### config.mk
export PLATFORM = sky130hd
export DESIGN_NAME = prog_ram_loadable
export DESIGN_NICKNAME = d
export VERILOG_FILES = /design/src/rtl/cpu_pkg.sv /design/src/rtl/ram_core_sp.sv /design/src/rtl/prog_ram_loadable.sv
export SDC_FILE = /design/constraint.sdc
export NUM_CORES = 1
export LEC_CHECK = 0
export CORE_ASPECT_RATIO = 1.5
export CORE_MARGIN = 8
export CORE_UTILIZATION = 40
export DETAILED_ROUTE_END_ITERATION = 10
export PLACE_DENSITY = 0.69
export SKIP_LAST_GASP = 1
export SLEW_MARGIN = 20
export SYNTH_ARGS = -nofsm -noshare
export SYNTH_HDL_FRONTEND = slang
export SYNTH_SLANG_ARGS = --single-unit
### constraint.sdc
create_clock -name clk -period 2.5 [get_ports clk]
set_input_delay 0.75 -clock clk [delete_from_list [all_inputs] [get_ports clk]]
set_output_delay 0.75 -clock clk [all_outputs]
set_load 0.05 [all_outputs]
### src/rtl/cpu_pkg.sv
// Shared definitions for the tiny-CPU datapath: opcode encodings and the
// instruction-store load/fetch state type.
package cpu_pkg;

  localparam logic [1:0] OP_INC = 2'b00;
  localparam logic [1:0] OP_JNO = 2'b01;
  localparam logic [1:0] OP_HLT = 2'b10;

  typedef enum logic [1:0] {
    EMPTY,
    LOAD,
    READY
  } state_t;

endpackage

### src/rtl/ram_core_sp.sv
// Single-port style storage: one write port and one registered read port.
// The read register only updates when a read is requested, so it holds its value otherwise.
module ram_core_sp #(
  parameter int DATA_W = 2,
  parameter int ADDR_W = 2
) (
  input  logic              clk,
  input  logic              rst,
  input  logic              we,
  input  logic [ADDR_W-1:0] waddr,
  input  logic [DATA_W-1:0] wdata,
  input  logic              re,
  input  logic [ADDR_W-1:0] raddr,
  output logic [DATA_W-1:0] rdata
);

  localparam int DEPTH = 1 << ADDR_W;

  logic [DATA_W-1:0] mem [DEPTH];

  // The array is deliberately left out of reset; only the read register is cleared.
  always_ff @(posedge clk) begin
    if (we) begin
      mem[waddr] <= wdata;
    end
  end

  always_ff @(posedge clk) begin
    if (rst) begin
      rdata <= '0;
    end else if (re) begin
      rdata <= mem[raddr];
    end
  end

endmodule

### src/rtl/prog_ram_loadable.sv
// Loadable instruction store: streamed program load with an auto-incrementing
// write pointer, and a 1-cycle fetch port that returns HLT_CODE past the program end.
module prog_ram_loadable
  import cpu_pkg::*;
#(
  parameter int              DATA_W   = 2,
  parameter int              ADDR_W   = 2,
  parameter logic [DATA_W-1:0] HLT_CODE = OP_HLT
) (
  input  logic              clk,
  input  logic              rst,
  input  logic              load_start,
  input  logic              load_valid,
  input  logic [DATA_W-1:0] load_data,
  input  logic              load_last,
  output logic              load_ready,
  input  logic              fetch_req,
  input  logic [ADDR_W-1:0] fetch_addr,
  output logic              fetch_ready,
  output logic              fetch_valid,
  output logic [DATA_W-1:0] fetch_data,
  output logic              fetch_oob,
  output logic [ADDR_W:0]   prog_len,
  output logic              busy
);

  localparam int DEPTH = 1 << ADDR_W;

  state_t            state, state_next;
  logic [ADDR_W-1:0] wr_ptr;
  logic              word_acc, fetch_acc, last_word;
  logic [DATA_W-1:0] ram_rdata;

  // load_start takes priority over both handshakes in the same cycle.
  assign load_ready  = (state == LOAD) && !load_start;
  assign fetch_ready = (state == READY) && !load_start;
  assign busy        = (state == LOAD);
  assign word_acc    = load_valid && load_ready;
  assign fetch_acc   = fetch_req && fetch_ready;
  assign last_word   = word_acc && (load_last || (wr_ptr == ADDR_W'(DEPTH - 1)));

  always_ff @(posedge clk) begin
    if (rst) begin
      state <= EMPTY;
    end else begin
      state <= state_next;
    end
  end

  always_comb begin
    state_next = state;
    case (state)
      EMPTY, READY: begin
        if (load_start) state_next = LOAD;
      end
      LOAD: begin
        if (load_start)     state_next = LOAD;
        else if (last_word) state_next = READY;
      end
      default: state_next = EMPTY;
    endcase
  end

  // prog_len stays 0 during a load and is only published on the closing word.
  always_ff @(posedge clk) begin
    if (rst) begin
      wr_ptr   <= '0;
      prog_len <= '0;
    end else if (load_start) begin
      wr_ptr   <= '0;
      prog_len <= '0;
    end else if (word_acc) begin
      wr_ptr <= wr_ptr + ADDR_W'(1);
      if (last_word) begin
        prog_len <= {1'b0, wr_ptr} + (ADDR_W + 1)'(1);
      end
    end
  end

  always_ff @(posedge clk) begin
    if (rst) begin
      fetch_valid <= 1'b0;
      fetch_oob   <= 1'b0;
    end else begin
      fetch_valid <= fetch_acc;
      if (fetch_acc) begin
        fetch_oob <= !({1'b0, fetch_addr} < prog_len);
      end
    end
  end

  ram_core_sp #(
    .DATA_W(DATA_W),
    .ADDR_W(ADDR_W)
  ) u_ram (
    .clk  (clk),
    .rst  (rst),
    .we   (word_acc),
    .waddr(wr_ptr),
    .wdata(load_data),
    .re   (fetch_acc),
    .raddr(fetch_addr),
    .rdata(ram_rdata)
  );

  assign fetch_data = fetch_oob ? HLT_CODE : ram_rdata;

endmodule

==> results of run 1 <==
==> cells in the final DEF, fill, tap and decap left out, drive strengths merged <==
cell type / instances
a21oi: 2
dfxtp: 11
clkbuf: 3
or2: 1
nor2: 5
ha: 5
edfxtp: 8
o21a: 1
xnor2: 1
o211ai: 1
mux2i: 3
a21boi: 1
and2: 5
nor3: 2
clkinv: 1
nand4bb: 1
o211a: 1
o21bai: 1
dlymetal6s2s: 1
nand2b: 3
o21ai: 3
o32ai: 1
clkdlybuf4s50: 15
buf: 4
inv: 6
and4bb: 2
mux4: 2
nor2b: 2
nand2: 2
a221oi: 1
==> stage by stage <==
step                      cells  instance area, sq um  setup slack [ns]  power, mW  hold WS [ns]
after CTS                   118                  1156           0.05839     0.5415        0.5165
after floorplan              73                 900.9           0.07008     0.3688        0.4520
after global placement      114                  1129           0.08225     0.3969        0.4712
after global routing        118                  1159           0.06508     0.5538        0.5399
final                       118                  1159            0.1218     0.5350        0.5122
after detailed placement    114                  1129           0.05968     0.3973        0.4889
==> critical path, cell delays in order (launching register included) <==
cell and delay [ns]:
dfxtp_1 0.36, or2_2 0.28, clkdlybuf4s50_1 0.70
==> synthesized netlist by cell type <==
master,count
o211ai_1,1
buf_6,1
nor3_1,1
a21oi_1,2
dfxtp_1,11
nand4bb_1,1
ha_1,5
a21boi_1,1
o21ai_1,2
and4bb_4,2
o21bai_1,1
buf_2,1
a221oi_1,1
edfxtp_1,8
xnor2_1,1
mux2i_1,3
o32ai_2,1
o21ai_2,1
and2_1,5
o21a_1,1
nor2_1,5
nand2b_1,2
nand2b_4,1
nor2b_1,2
nand2_1,2
inv_1,6
or2_2,1
mux4_2,2
nor3_2,1
o211a_1,1
==> power by group through the flow <==
stage                     clock [mW]  combinational, mW  sequential, mW
final                          0.145             0.0610           0.329
after global routing           0.159             0.0657           0.329
after CTS                      0.151             0.0618           0.329
after detailed placement           0             0.0615           0.336
after global placement             0             0.0612           0.336
after floorplan                    0             0.0327           0.336
==> cells by family (layout without fill, tap and decap cells) <==
family | count (synthesis) | in the layout | synth area share, %
adders and majority gates | 5 | 5 | 6.944
DFF | 19 | 19 | 51.11
and+or+nand+nor | 23 | 23 | 17.92
xor gates and xnor gates | 1 | 1 | 0.9724
muxes | 5 | 5 | 8.333
buffers and inverters | 8 | 30 | 4.305
AOI/OAI and AO/OA | 12 | 12 | 10.42
==> final cells by class <==
type | count | area share, %
clock buffers | 3 | 1.944
well taps | 23 | 2.484
multi-input cells | 46 | 34.67
repair buffers | 20 | 18.79
clock inverters | 1 | 0.4320
inverters | 6 | 1.944
flip-flops and latches | 19 | 39.74
==> final timing paths <==
kind                endpoint  cells after the start            from  slack (ns)
max            fetch_data[1]                      2       fetch_oob        0.12
min           u_ram.rdata[0]                      2  u_ram.rdata[0]        0.51
min reg2reg   u_ram.rdata[0]                      2  u_ram.rdata[0]        0.51
max reg2reg  u_ram.mem[3][1]                      2        state[0]        1.27
==> layer usage <==
layer	GRT usage, %	share of wire, %	vias to the layer above	wire, microns
li1	-	-	304	-
met1	7.574	34	280	533
met2	15.30	57	16	903
met3	2.400	7.3	4	116
met4	6.319	2.1	0	34
met5	0	0	-	0
==> sequential cells by signal, indices dropped and copies added, names as in the netlist <==
register and cells:
u_ram.mem 8, prog_len 3, state 2, u_ram.rdata 2, wr_ptr 2, fetch_oob 1
fetch_valid 1
==> results.cfg, run 1 <==
[worst_setup_path]
crit_type = reg -> out
arrival_ns = 1.63
required_ns = 1.75
cp_max_fo = 4
worstSetupStartpointType = flop
end_kind = output pin

[clocking]
cts.path.max_buffers = 2
root_buffer = clkbuf_4
ctsHoldBuffers = 0
cts_tree = yes
cts_resized = 0
cts_max_level = 1
cts_made_buffers = 3
clock_latency_ns = 0.29
postCtsSetupRepairBufs = 0
clk_pin_slew_worst_paths_ns = 0.11
cts_sinks = 19

[detailed_routing]
num_vias = 604
drtIter0Drc = 19
drc = 0
drtAntennaViolNets = 0
drt-total-wl_mm = 1.588
wire_per_inst_microns = 13.46
avgViaCountPerCell = 5.119
first_pass_iters = 4

[yosys]
ys_seq_elements = 19
synth_area_sq_um = 900.9
syn_nets = 88
syn-instance-count = 73
synth_cell_types = 30
synth_area_leader_cell = edfxtp_1
synth.avg_cell_area_sq_um = 12.34
yosysWarnings = 0
synth_area_leaders = edfxtp_1, dfxtp_1, ha_1, mux4_2, and4bb_4
ys_seq_area_share_pct = 51.11
netlist.area_leader.share_pct = 26.67

[grt]
antenna_found_initial = 0
grt_pass1_vias = 654
grt_pass1_wl_mm = 2.608
grt_usage_pct = 8.570
grt_max_degree = 12
overflow = 0

[sta]
tns_ns = 0
tightest_slew_ns = 0.5078
slew_headroom_pct = 66.04
min_period_ns = 2.378
setup-violations-final = 0
skew_ns = 0.01563
period_share_pct = 95.13
hold_violations = 0
clock.fmax_ghz = 0.4205
rsz0062_at_grt = no
slew_violations = 0

[layout]
num_antenna_cells = 0
multi_input_area_sq_um = 401.6
post-route-util_pct = 53.13
nets = 111
layout-drive-gt1-share_pct = 17.89
regArea_sq_um = 460.4
fill_cells = 196
area_growth_pct = 28.61

[power_and_ir_drop]
p_clk_share_pct = 27.2
seqPwrFrac_pct = 61.4
ir_worst_vdd_mv = 0.2303
p_per_area_nw_per_um2 = 461.7
switching_power_mw = 0.1183
switching_share_pct = 22.11
internal_power_mw = 0.4167
static-leakage-power_nw = 0.4518
pwr-share-comb_pct = 11.4

[placement]
dp_hpwl_mm = 1.369
port_buffers = 19
gp_congestion = 0.7367

[floorplan]
die-area_sq_um = 4058
start_util_pct = 41.31
design.core.area_sq_um = 2181
fp-row-count = 21
fp.dieH_microns = 74.12
fp.dieW_microns = 54.75
io_pins = 20

[hold_path]
hp-class = reg -> reg

[status]
status = complete, no violations

[job]
drv_cap = 0
Note: power is estimated with default switching activity, not from simulation.
==> run 2: changes to the inputs <==
--- a/config.mk
+++ b/config.mk
@@ -10,6 +10,7 @@
 export CORE_UTILIZATION = 40
 export DETAILED_ROUTE_END_ITERATION = 10
 export PLACE_DENSITY = 0.69
+export SKIP_CTS_REPAIR_TIMING = 1
 export SKIP_LAST_GASP = 1
 export SLEW_MARGIN = 20
 export SYNTH_ARGS = -nofsm -noshare
==> results of run 2 <==
The final DEF is identical to that of run 1; final timing and power are the same.
==> run 3: changes to the inputs <==
--- a/config.mk
+++ b/config.mk
@@ -9,7 +9,7 @@
 export CORE_MARGIN = 8
 export CORE_UTILIZATION = 40
 export DETAILED_ROUTE_END_ITERATION = 10
-export PLACE_DENSITY = 0.69
+export PLACE_DENSITY = 0.71
 export SKIP_CTS_REPAIR_TIMING = 1
 export SKIP_LAST_GASP = 1
 export SLEW_MARGIN = 20
==> constraint.sdc (replaced) <==
create_clock -name clk -period 2.05 [get_ports clk]
set_input_delay 0.615 -clock clk [delete_from_list [all_inputs] [get_ports clk]]
set_output_delay 0.615 -clock clk [all_outputs]
set_load 0.05 [all_outputs]
==> run 3 against run 2 <==
  * Clock skew rose by 0.0064 ns
  * Cell area rose by 1.1%
  * Global-route usage increased by 0.90 points
  * Critical path type unchanged
  * Highest routed layer unchanged
  * Sequential cell count did not move
  * Die area stayed put
  * Largest cell class unchanged
  * Critical path depth increased by 1
  * Worst hold slack got worse by 0.0011 ns
  * First-iteration DRC count shrank 58%
  * Via count increased by 5.6%
  * Total power is 25% higher
  * Combinational power up 36%
==> results.cfg, run 3 (synthesis results as in run 1) <==
[floorplan]
start_util_pct = 41.31
fp-row-count = 21
design.core.area_sq_um = 2181
fp.dieW_microns = 54.75
fp.dieH_microns = 74.12
io_pins = 20
die-area_sq_um = 4058

[layout]
fill_cells = 199
num_antenna_cells = 0
stdcell_count = 120
final_cell_mix = dfxtp_1, buf_4, clkdlybuf4s50_1, edfxtp_1, inv_1
layout-drive-gt1-share_pct = 27.84
top_regs = u_ram.mem: 8 flops, prog_len: 3 flops
nets = 113
largest_register_ffs = 8
layout_commonest_cell = dfxtp_1
top_register = u_ram.mem
area_growth_pct = 30.00

[placement]
port_buffers = 19
gp_congestion = 0.7943
dpl.cell_count = 116
dp_hpwl_mm = 1.457

[grt]
antenna_found_initial = 0
overflow = 0
grt_pass1_vias = 680
grt_usage_pct = 9.474
grt_max_degree = 12
grt_pass1_wl_mm = 2.794

[clocking]
clk_pin_slew_worst_paths_ns = 0.12
cts_sinks = 19
clock_latency_ns = 0.31
cts_max_level = 1
cts_tree = yes
cts_made_buffers = 3
root_buffer = clkbuf_4
cts.path.max_buffers = 2

[worst_setup_path]
required_ns = 1.43
cp_max_fo = 7
reg2reg_slack_ns = 0.75
arrival_ns = 1.34
reg2reg_to = u_ram.mem[3][1]
end_kind = output pin
crit-reg2reg-launch = state[0]
crit_type = reg -> out
r2r_cells = 2
worstSetupStartpointType = flop

[detailed_routing]
drtAntennaViolNets = 0
drtIter0Drc = 8
drc = 0
num_vias = 638
first_pass_iters = 5
wire_per_inst_microns = 14.79
avgViaCountPerCell = 5.317
drt-total-wl_mm = 1.775

[power_and_ir_drop]
ir_worst_vdd_mv = 0.3156
internal_power_mw = 0.5148
p_clk_share_pct = 27.8
switching_share_pct = 23.25
seqPwrFrac_pct = 59.8
totalPowerFinal_mw = 0.6708
switching_power_mw = 0.1560
pwr-share-comb_pct = 12.4
p_per_area_nw_per_um2 = 572.8
static-leakage-power_nw = 0.4805

[sta]
tightest_slew_ns = 0.2580
period_share_pct = 95.59
slew_headroom_pct = 82.75
slew_violations = 0
hold_violations = 0
clock.fmax_ghz = 0.5103
rsz0062_at_grt = no
skew_ns = 0.02206
setup-violations-final = 0
min_period_ns = 1.960

[hold_path]
hold_end = u_ram.rdata[0]
hp-class = reg -> reg
hp-start = u_ram.rdata[0]
hold_path_depth = 2

[status]
status = complete, no violations

[job]
drv_cap = 0
[run 3: how the worst max path moves through the flow]
stage / end / start
after detailed placement: load_ready / load_start
after floorplan: load_ready / state[0]
after CTS: load_ready / load_start
after global routing: load_ready / state[0]
after global placement: load_ready / load_start
final: load_ready / state[0]
[run 3: worst max-delay path: stages, from the launching register on]
cell,delay (ns)
dfxtp_1,0.45
nor2b_2,0.24
and2_1,0.20
buf_12,0.15
[run 3: power by group through the flow]
stage	sequential, mW	clock (mW)	combinational (mW)
finish	0.401	0.187	0.0830
global route	0.402	0.194	0.0879
CTS	0.401	0.188	0.0837
detailed placement	0.410	0	0.0834
global placement	0.410	0	0.0825
floorplan	0.410	0	0.0403
[run 3: layout make-up]
class,count,area [sq um],area share (%)
Clock buffer,3,22.52,1.923
Sequential cell,19,460.4,39.32
Tap cell,23,28.78,2.457
Multi-Input combinational cell,46,404.1,34.51
Inverter,6,22.52,1.923
Clock inverter,1,5.005,0.4274
Timing Repair Buffer,22,227.7,19.44
[run 3: stage by stage]
stage	hold WS (ns)	setup WS [ns]	setup TNS, ns	util [%]	cell area (sq um)
floorplan	0.4520	0.03567	0	-	903.4
global placement	0.4715	-0.09801	-0.1747	52.32	1141
detailed placement	0.4835	-0.1294	-0.2329	52.32	1141
CTS	0.5123	-0.1288	-0.2324	53.59	1169
global route	0.5660	0.03594	0	53.70	1171
finish	0.5112	0.09034	0	53.70	1171
[run 3: routing by layer]
metal  track usage (%)  vias to the layer above  wire length, microns
li1                  -                      308                     -
met1             7.829                      301                   633
met5                 0                        -                     0
met2             18.08                       24                   980
met4             6.593                        0                    50
met3             2.000                        5                   110
